### config.mk
export PLATFORM = sky130hd
export DESIGN_NAME = fifo_ctrl
export DESIGN_NICKNAME = d
export VERILOG_FILES = /design/src/rtl/fifo_pkg.sv /design/src/rtl/fifo_ptr.sv /design/src/rtl/fifo_ctrl.sv
export SDC_FILE = /design/constraint.sdc
export NUM_CORES = 1
export LEC_CHECK = 0
export CORE_UTILIZATION = 55
export DETAILED_ROUTE_END_ITERATION = 8
export DONT_BUFFER_PORTS = 1
export GPL_TIMING_DRIVEN = 0
export PLACE_DENSITY = 0.66
export SYNTH_ARGS = -nofsm -noshare
export SYNTH_HDL_FRONTEND = slang
export SYNTH_HIERARCHICAL = 1
export SYNTH_SLANG_ARGS = --single-unit
### constraint.sdc
create_clock -name clk -period 2.45 [get_ports clk]
set_clock_uncertainty 0.1 [all_clocks]
set_input_delay 0.3675 -clock clk [delete_from_list [all_inputs] [get_ports clk]]
set_output_delay 0.3675 -clock clk [all_outputs]
set_load 0.02 [all_outputs]
### src/rtl/fifo_pkg.sv
// Shared types and default sizing for the single-clock FIFO controller.
// Pointers carry one extra wrap bit above the RAM address width.
package fifo_pkg;

    localparam int unsigned ADDR_W_DEF    = 8;
    localparam int unsigned DEPTH_DEF     = 32'd1 << ADDR_W_DEF;
    localparam int unsigned AF_THRESH_DEF = 240;
    localparam int unsigned AE_THRESH_DEF = 16;

    typedef logic [ADDR_W_DEF:0] ptr_t;
    typedef logic [ADDR_W_DEF:0] cnt_t;

endpackage

### src/rtl/fifo_ptr.sv
// Wrap-bit pointer register: advances by one on inc and wraps modulo 2**PTR_W.
// The top bit toggles every time the RAM address wraps.
module fifo_ptr
    import fifo_pkg::*;
#(
    parameter int unsigned PTR_W = $bits(ptr_t)
) (
    input  logic             clk,
    input  logic             rst_n,
    input  logic             inc,
    output logic [PTR_W-1:0] ptr
);

    logic [PTR_W-1:0] ptr_r;

    // Pointer register with synchronous active-low reset
    always_ff @(posedge clk) begin
        if (!rst_n) begin
            ptr_r <= {PTR_W{1'b0}};
        end else if (inc) begin
            ptr_r <= ptr_r + PTR_W'(1);
        end else begin
            ptr_r <= ptr_r;
        end
    end

    assign ptr = ptr_r;

endmodule

### src/rtl/fifo_ctrl.sv
// FIFO controller for a dual-port RAM: pointer sequencing, RAM enables,
// registered occupancy/flags and sticky overflow/underflow errors.
module fifo_ctrl
    import fifo_pkg::*;
#(
    parameter int unsigned ADDR_W    = ADDR_W_DEF,
    parameter int unsigned AF_THRESH = AF_THRESH_DEF,
    parameter int unsigned AE_THRESH = AE_THRESH_DEF
) (
    input  logic              clk,
    input  logic              rst_n,
    input  logic              wr_req,
    input  logic              rd_req,
    input  logic              err_clr,
    output logic              ram_w_en,
    output logic [ADDR_W-1:0] ram_w_ptr,
    output logic              ram_r_en,
    output logic [ADDR_W-1:0] ram_r_ptr,
    output logic              rd_valid,
    output logic              full,
    output logic              empty,
    output logic              almost_full,
    output logic              almost_empty,
    output logic [ADDR_W:0]   count,
    output logic              overflow,
    output logic              underflow
);

    localparam int unsigned CNT_W = ADDR_W + 1;
    localparam int unsigned DEPTH = 32'd1 << ADDR_W;
    localparam logic [CNT_W-1:0] DEPTH_C = CNT_W'(DEPTH);
    localparam logic [CNT_W-1:0] AF_C    = CNT_W'(AF_THRESH);
    localparam logic [CNT_W-1:0] AE_C    = CNT_W'(AE_THRESH);

    logic             wr_acc_s;
    logic             rd_acc_s;
    logic [CNT_W-1:0] wptr_s;
    logic [CNT_W-1:0] rptr_s;
    logic [CNT_W-1:0] count_nxt_s;

    logic [CNT_W-1:0] count_r;
    logic             full_r;
    logic             empty_r;
    logic             almost_full_r;
    logic             almost_empty_r;
    logic             rd_valid_r;
    logic             overflow_r;
    logic             underflow_r;

    // Acceptance uses last edge's flags only; no full/empty bypass
    assign wr_acc_s = wr_req && !full_r;
    assign rd_acc_s = rd_req && !empty_r;

    fifo_ptr #(.PTR_W(CNT_W)) u_wptr (
        .clk   (clk),
        .rst_n (rst_n),
        .inc   (wr_acc_s),
        .ptr   (wptr_s)
    );

    fifo_ptr #(.PTR_W(CNT_W)) u_rptr (
        .clk   (clk),
        .rst_n (rst_n),
        .inc   (rd_acc_s),
        .ptr   (rptr_s)
    );

    // Next occupancy from the accepted write/read pair
    always_comb begin
        count_nxt_s = count_r;
        if (wr_acc_s && !rd_acc_s) begin
            count_nxt_s = count_r + CNT_W'(1);
        end else if (rd_acc_s && !wr_acc_s) begin
            count_nxt_s = count_r - CNT_W'(1);
        end else begin
            count_nxt_s = count_r;
        end
    end

    // Occupancy, flags, read-valid and sticky error registers
    always_ff @(posedge clk) begin
        if (!rst_n) begin
            count_r        <= {CNT_W{1'b0}};
            full_r         <= 1'b0;
            empty_r        <= 1'b1;
            almost_full_r  <= 1'b0;
            almost_empty_r <= 1'b1;
            rd_valid_r     <= 1'b0;
            overflow_r     <= 1'b0;
            underflow_r    <= 1'b0;
        end else begin
            count_r        <= count_nxt_s;
            full_r         <= (count_nxt_s == DEPTH_C);
            empty_r        <= (count_nxt_s == {CNT_W{1'b0}});
            almost_full_r  <= (count_nxt_s >= AF_C);
            almost_empty_r <= (count_nxt_s <= AE_C);
            rd_valid_r     <= rd_acc_s;
            // A new error event takes priority over a clear in the same cycle
            overflow_r     <= (wr_req && full_r)  || (overflow_r  && !err_clr);
            underflow_r    <= (rd_req && empty_r) || (underflow_r && !err_clr);
        end
    end

    assign ram_w_en     = wr_acc_s;
    assign ram_r_en     = rd_acc_s;
    assign ram_w_ptr    = wptr_s[ADDR_W-1:0];
    assign ram_r_ptr    = rptr_s[ADDR_W-1:0];
    assign rd_valid     = rd_valid_r;
    assign full         = full_r;
    assign empty        = empty_r;
    assign almost_full  = almost_full_r;
    assign almost_empty = almost_empty_r;
    assign count        = count_r;
    assign overflow     = overflow_r;
    assign underflow    = underflow_r;

endmodule

Word-level counts from Yosys, hierarchy flattened
Index checks and enable logic that the tools add are counted.
{ "totals": {"regBits": 34, "input_bits": 5, "word_cells": 35} }
{ "classes": {"reduce_logical": 16, "mux": 2, "n_addsub": 4, "order_cmp": 2, "n_eq_ne": 1} }
{ "op_table": {"columns": ["cell", "count"], "rows": [
  ["$add 9x1->9 const B", 3],
  ["$mux 9", 2],
  ["$eq 9x9->1 const B", 1],
  ["$ge 9x8->1 const B", 1],
  ["$le 9x5->1 const B", 1],
  ["$logic_not 9->1", 1],
  ["$sub 9x1->9 const B", 1],
  ["$logic_and 1x1->1", 8],
  ["$logic_not 1->1", 5],
  ["$logic_or 1x1->1", 2]
]} }

Longest topological paths before layout
Gate-level depths: netlist of run 1.
{ "logic_depth": {"ltp_word": 7, "depth_mapped": 9, "ltp_nobuf": 9} }

Modules after synthesis
Netlist of run 1, hierarchy kept.
{ "by_module_without_submodules": {"columns": ["module", "instances", "area_each_um2", "cells_each", "seq_area_each_um2"], "rows": [
  ["fifo_ctrl", 1, 997.2, 114, 320.3],
  ["fifo_ptr", 2, 406.6, 41, 180.2]
]} }

Least setup slack after synthesis of run 1
OpenSTA, ideal clock, no wires.
{ "synth_timing": {"path_kind": "reg-to-reg", "from": "register full_r, in the netlist full", "to": "register almost_full_r, in the netlist almost_full", "stages_incl_launch_ff": 9, "setup_time_ns": 0.116, "arrival_ns": 2.032, "path_buffers": 1, "path_slack_ns": 0.202, "cell_sequence": "dfxtp_1 nand2b_1 buf_6 inv_8 nand4_1 o31ai_4 mux2_1 a32o_1 a31o_1"} }
{ "synth_via": {"elab_chain_cells": 7, "word_cells_on_any_way": 8} }
{ "synth_rtl": {"columns": ["item", "line_no", "text"], "rows": [
  ["start, declared", "fifo_ctrl.sv:42", "logic full_r;"],
  ["start signal, assigned", "fifo_ctrl.sv:93", "full_r <= (count_nxt_s == DEPTH_C);"],
  ["$logic_not 1->1 (*)", "fifo_ctrl.sv:51", "assign wr_acc_s = wr_req && !full_r;"],
  ["$logic_and 1x1->1 (*)", "fifo_ctrl.sv:51", null],
  ["named net ram_w_en", "fifo_ctrl.sv:15", "output logic ram_w_en,"],
  ["$logic_not 1->1", "fifo_ctrl.sv:73", "end else if (rd_acc_s && !wr_acc_s) begin"],
  ["$logic_and 1x1->1", "fifo_ctrl.sv:73", null],
  ["$mux 9", "fifo_ctrl.sv:73", null],
  ["$mux 9 (*)", "fifo_ctrl.sv:71", "if (wr_acc_s && !rd_acc_s) begin"],
  ["$ge 9x8->1 (*)", "fifo_ctrl.sv:95", "almost_full_r <= (count_nxt_s >= AF_C);"],
  ["end signal, assigned", "fifo_ctrl.sv:95", null],
  ["end, declared", "fifo_ctrl.sv:44", "logic almost_full_r;"]
]} }
The timed path passes the listed nets; every way through them passes the cells marked *.
A chain may end at the register's enable or synchronous reset.

Worst setup path in the final report of run 1
{ "layout_timing": {"from": "register empty_r, in the netlist empty", "to": "register full_r, in the netlist full"} }
{ "layout_via": {"elab_chain_cells": 6, "word_cells_on_any_way": 8} }
{ "layout_rtl": {"columns": ["item", "line_no", "text"], "rows": [
  ["start, declared", "fifo_ctrl.sv:43", "logic empty_r;"],
  ["start signal, assigned", "fifo_ctrl.sv:94", "empty_r <= (count_nxt_s == {CNT_W{1'b0}});"],
  ["$logic_not 1->1 (*)", "fifo_ctrl.sv:52", "assign rd_acc_s = rd_req && !empty_r;"],
  ["$logic_and 1x1->1 (*)", "fifo_ctrl.sv:52", null],
  ["named net ram_r_en", "fifo_ctrl.sv:17", "output logic ram_r_en,"],
  ["$logic_and 1x1->1 / $logic_not 1->1 (equally long branches)", "fifo_ctrl.sv:73, fifo_ctrl.sv:71", null],
  ["$mux 9 / $logic_and 1x1->1 (equally long branches)", "fifo_ctrl.sv:73, fifo_ctrl.sv:71", null],
  ["$mux 9 (*)", "fifo_ctrl.sv:71", null],
  ["$eq 9x9->1 (*)", "fifo_ctrl.sv:93", null]
]} }
Marked as above.

==> results of run 1 <==
## power groups by stage
stage               clock network (µW)  logic [µW]  registers (µW)
floorplan                            0         403             737
global placement                     0         462             755
detailed placement                   0         474             760
CTS                                326         481             749
global route                       350         543             763
finish                             313         488             752
## per-stage QoR
stage,worst slack (ns),total power [µW],instance area [µm²]
floorplan,0.202,1140,1720
global placement,0.0569,1220,1760
detailed placement,0.00698,1230,1760
CTS,0.0174,1560,1820
global route,-0.0647,1660,1840
finish,0.0548,1550,1840
## cell usage in the layout, fill, tap and decap left out, drive strengths merged, types with 4 or more instances in the layout
master / instances
inv: 9
a21boi: 6
nor3: 6
o21ai: 9
nand4: 12
dfxtp: 32
buf: 5
nor2: 12
ha: 4
nor2b: 4
clkbuf: 9
or3: 7
and2: 17
nand2: 10
xnor2: 12
mux2i: 4
## metal layers
layer / vias to the layer above / track usage / share of wire
li1: 677 / - / -
met1: 630 / 0.270 / 0.41
met2: 41 / 0.371 / 0.50
met3: 5 / 0.0781 / 0.071
met4: 0 / 0.0816 / 0.015
met5: - / 0 / 0
## flip-flops by register name, indices dropped and copies added (netlist names)
signal        count
count             9
u_rptr/ptr        8
u_wptr/ptr        8
almost_empty      1
almost_full       1
empty             1
full              1
overflow          1
rd_valid          1
underflow         1
## layout make-up
type                       instances  share of cell area
buffer                             8              0.0265
clock buffer                       6              0.0279
clock inverter                     2             0.00545
inverter                           9              0.0225
multi-input combinational        137               0.545
sequential                        32               0.351
tap                               31              0.0211
## path summary, 6_finish.rpt
| check | slack [ns] | depth (start not counted) | endpoint |
|---|---|---|---|
| worst max-delay path | 0.05 | 8 | full |
| worst min-delay path | 0.06 | 1 | u_rptr/ptr[2] |
| worst min register to register | 0.50 | 2 | u_rptr/ptr[7] |
| worst max register to register | 0.05 | 8 | full |
## what timing repair did
item                                   4_1_cts  5_1_grt
pin swaps                                    0        2
gates cloned                                 0        0
endpoints found under the hold margin        0        0
setup endpoints to repair                    2        3
gates resized for setup                      1        6
==> impl_metrics.tcl, run 1 <==
set metrics [dict create \
    ant_nets 0 \
    drc 2 \
    slew-limit-headroom 0.705 \
    finalSetupViolations 0 \
    yosys_warnings 6 \
    dieHeight_um 57.9 \
    p_comb_frac 0.314 \
    status "finished, violations left" \
    diodes 0 \
    path_buf_inv 2 \
    netlist_instances 186 \
    max_freq_ghz 0.418 \
    clkTransAtPathRegs_ns 0.10 \
    die_area_um2 3360 \
    grt_use_total 0.224 \
    grt_pass1_wl_um 5640 \
    peakVddDrop_mv 0.584 \
    slowest_delay_ns 0.42 \
    post-cts-setup-buffer-count 0 \
    clockBufferDepth 2 \
    finalWirelength_um 3460 \
    dpl.cell_count 217 \
    path_class "flip-flop to flip-flop" \
    dr.first_iter.drc_count 73 \
    final_layout_size_suffix_gt1_frac 0.155 \
    worst_path_max_delay_cell "dfxtp_2" \
    layout.nets 202 \
    ios 39 \
    start_kind "flip-flop" \
    first_pass_iters 6 \
    p_sw_uw 606 \
    insertion_delay_ns 0.33 \
    core_um2 2850 \
    slew_violations 0 \
    hp-class "input port to flip-flop" \
    ctsHoldBuffers 0 \
    syn-cell-area_um2 1720 \
    multi_input_area_um2 1000 \
    via_per_inst 6.01 \
    hold-worst-slack_ns 0.0589 \
    syn_nets 195 \
    maxCapViolCount 0 \
    rows 19 \
    cts_tree "done" \
    power_frac_clock 0.201 \
    seqPwrFrac 0.484 \
    area_growth_pct 6.84 \
    die_x_um 57.9 \
    fin_util 0.644 \
    grt_setup_unrepaired "yes" \
    cts_buffers 5 \
    antenna_found_initial 0 \
    cp-end-kind "flip-flop" \
    register_area_um2 646 \
    port_buffers 0 \
    r2r-start "empty" \
    gp_congestion 0.856 \
    cts-root-buf "clkbuf_4" \
    cp-startpoint "empty" \
    fillers 263 \
    fin_crit_sh 0.978 \
    period_needed_ns 2.40 \
    htreeDepth 2 \
    worst_pin_slew_ns 0.442 \
    vias 1353 \
    routedWlPerCell_um 15.4 \
    crit_chain "nand2b_4 > buf_6 > inv_2 > nor4b_2 > o21ai_1 > a211oi_1 > or3b_1 > nor2_1" \
    dpl.hpwl_um 2480 \
    worstPathArrival_ns 2.55 \
    grt_pass1_vias 1264 \
    instances_no_fill 225 \
    powerDensity_nw_per_um2 845 \
    p_sw_frac 0.391 \
    initial_utilization 0.603 \
    p_leak_uw 0.000697 \
    violations "DRC" \
    finalHoldViolCount 0 \
    grt_max_degree 22 \
    tns_ns 0 \
    cts.sinks 32 \
    synth_area_per_cell_um2 9.25 \
    cp_max_fo 11 \
    cp_top_family "simple AND/OR/NAND/NOR gates" \
    hp-start "rst_n" \
    internal_power_uw 946 \
    cp_data_required_time_ns 2.61 \
    grt_overflow 0 \
]
No activity file was read; power rests on OpenSTA's default activity.
==> inputs of run 2 (changes only) <==
--- a/config.mk
+++ b/config.mk
@@ -6,9 +6,10 @@
 export NUM_CORES = 1
 export LEC_CHECK = 0
 export CORE_UTILIZATION = 55
+export CTS_CLUSTER_DIAMETER = 50
 export DETAILED_ROUTE_END_ITERATION = 8
 export DONT_BUFFER_PORTS = 1
-export GPL_TIMING_DRIVEN = 0
+export GPL_TIMING_DRIVEN = 1
 export PLACE_DENSITY = 0.66
 export SYNTH_ARGS = -nofsm -noshare
 export SYNTH_HDL_FRONTEND = slang
==> constraint.sdc (replaced) <==
create_clock -name clk -period 2.45 [get_ports clk]
set_clock_uncertainty 0.1 [all_clocks]
set_input_delay 0.49 -clock clk [delete_from_list [all_inputs] [get_ports clk]]
set_output_delay 0.49 -clock clk [all_outputs]
set_load 0.02 [all_outputs]
==> impl_metrics.tcl, run 2 (same netlist as run 1, synthesis figures left out) <==
set metrics [dict create \
    die_x_um 57.9 \
    grt_pass1_vias 1317 \
    slew-limit-headroom 0.688 \
    period_needed_ns 2.20 \
    status "finished, violations left" \
    post-cts-setup-buffer-count 0 \
    layout.nets 208 \
    dieHeight_um 57.9 \
    cts.sinks 32 \
    gp_congestion 0.841 \
    r2r-start "count[3]" \
    tns_ns 0 \
    power.total_uw 1600 \
    drc 2 \
    routedWlPerCell_um 14.5 \
    diodes 0 \
    hp-start "rst_n" \
    antenna_found_initial 0 \
    violations "DRC" \
    multi_input_area_um2 990 \
    ant_nets 0 \
    peakVddDrop_mv 0.451 \
    largest_reg_flops 9 \
    final_cell_mix "dfxtp_1 (32), and2_1 (17), buf_4 (14)" \
    rows 19 \
    slew_violations 0 \
    final_layout_size_suffix_gt1_frac 0.161 \
    grt_use_total 0.222 \
    cp-end-kind "flip-flop" \
    ctsHoldBuffers 0 \
    max_freq_ghz 0.454 \
    cp_data_required_time_ns 2.58 \
    worstPathArrival_ns 2.33 \
    fillers 243 \
    finalWirelength_um 3330 \
    place_area_um2 1820 \
    p_leak_uw 0.000735 \
    cts_resized 0 \
    cts_buffers 5 \
    area_growth_pct 9.31 \
    vias 1362 \
    finalSetupViolations 0 \
    grt_setup_unrepaired "no" \
    fin_util 0.659 \
    clkTransAtPathRegs_ns 0.09 \
    insertion_delay_ns 0.32 \
    via_per_inst 5.92 \
    maxCapViolCount 0 \
    register_area_um2 641 \
    htreeDepth 2 \
    fin_crit_sh 0.899 \
    cp-startpoint "count[3]" \
    first_pass_iters 6 \
    grt_overflow 0 \
    grt_pass1_wl_um 5730 \
    dpl.hpwl_um 2410 \
    powerDensity_nw_per_um2 852 \
    cts-root-buf "clkbuf_4" \
    worst_pin_slew_ns 0.465 \
    core_um2 2850 \
    cp_max_fo 8 \
    initial_utilization 0.603 \
    mostFrequentLayoutCell "dfxtp_1" \
    cts_tree "done" \
    start_kind "flip-flop" \
    grt_max_degree 31 \
    finalHoldViolCount 0 \
    die_area_um2 3360 \
    port_buffers 0 \
    clockBufferDepth 2 \
    stdcell_area_um2 1880 \
    hp-class "input port to flip-flop" \
    ios 39 \
    path_class "flip-flop to flip-flop" \
    dr.first_iter.drc_count 74 \
]
-- run 2: changes by cell type in the layout (fill, tap and decap cells not counted) --
| cell | delta |
|---|---|
| buf_4 | +14 |
| dfxtp_2 | -4 |
| clkbuf_1 | -3 |
| o21ai_1 | -1 |
| clkinv_2 | -2 |
| buf_2 | -3 |
| nor4b_1 | +2 |
| buf_6 | -2 |
| dfxtp_1 | +4 |
| clkbuf_8 | +1 |
| o21ai_0 | +1 |
| nor4b_2 | -2 |
-- run 2: routing by layer --
| metal | up-vias | GRT usage | wire length, µm |
|---|---|---|---|
| li1 | 685 | - | - |
| met1 | 634 | 0.273 | 1570 |
| met2 | 38 | 0.360 | 1520 |
| met3 | 5 | 0.0737 | 203 |
| met4 | 0 | 0.0884 | 41 |
| met5 | - | 0 | 0 |
-- run 2: worst paths after layout --
check,endpoint,slack (ns),depth (start not counted)
hold / removal,empty,0.13,1
setup reg to reg,empty,0.25,6
hold reg to reg,u_wptr/ptr[7],0.49,2
setup / recovery,empty,0.25,6
-- run 2: power by group --
part	total [µW]	internal [µW]	switching, µW
Combinational	569	258	311
Sequential	701	586	115
Clock	332	163	169
Total	1600	1010	596
-- run 2: per-stage QoR --
stage	setup slack [ns]	instances	hold slack, ns
6_report	0.247	230	0.131
5_1_grt	0.0894	230	0.106
2_1_floorplan	0.196	186	0.456
4_1_cts	0.246	230	0.112
3_5_place_dp	0.195	223	0.458
3_3_place_gp	0.241	223	0.453
-- run 2: area by class of cell --
class | instances | share of cell area
clock buffers | 7 | 0.0346
multi-input cells | 137 | 0.526
repair buffers | 14 | 0.0559
flip-flops and latches | 32 | 0.341
inverters | 9 | 0.0220
well taps | 31 | 0.0206
-- run 2: critical path: stages (launching register included) --
cell,delay [ns]
dfxtp_1,0.46
or4b_4,0.61
nor3_4,0.16
mux2_1,0.34
mux2i_1,0.20
or3b_1,0.18
o21ai_2,0.05
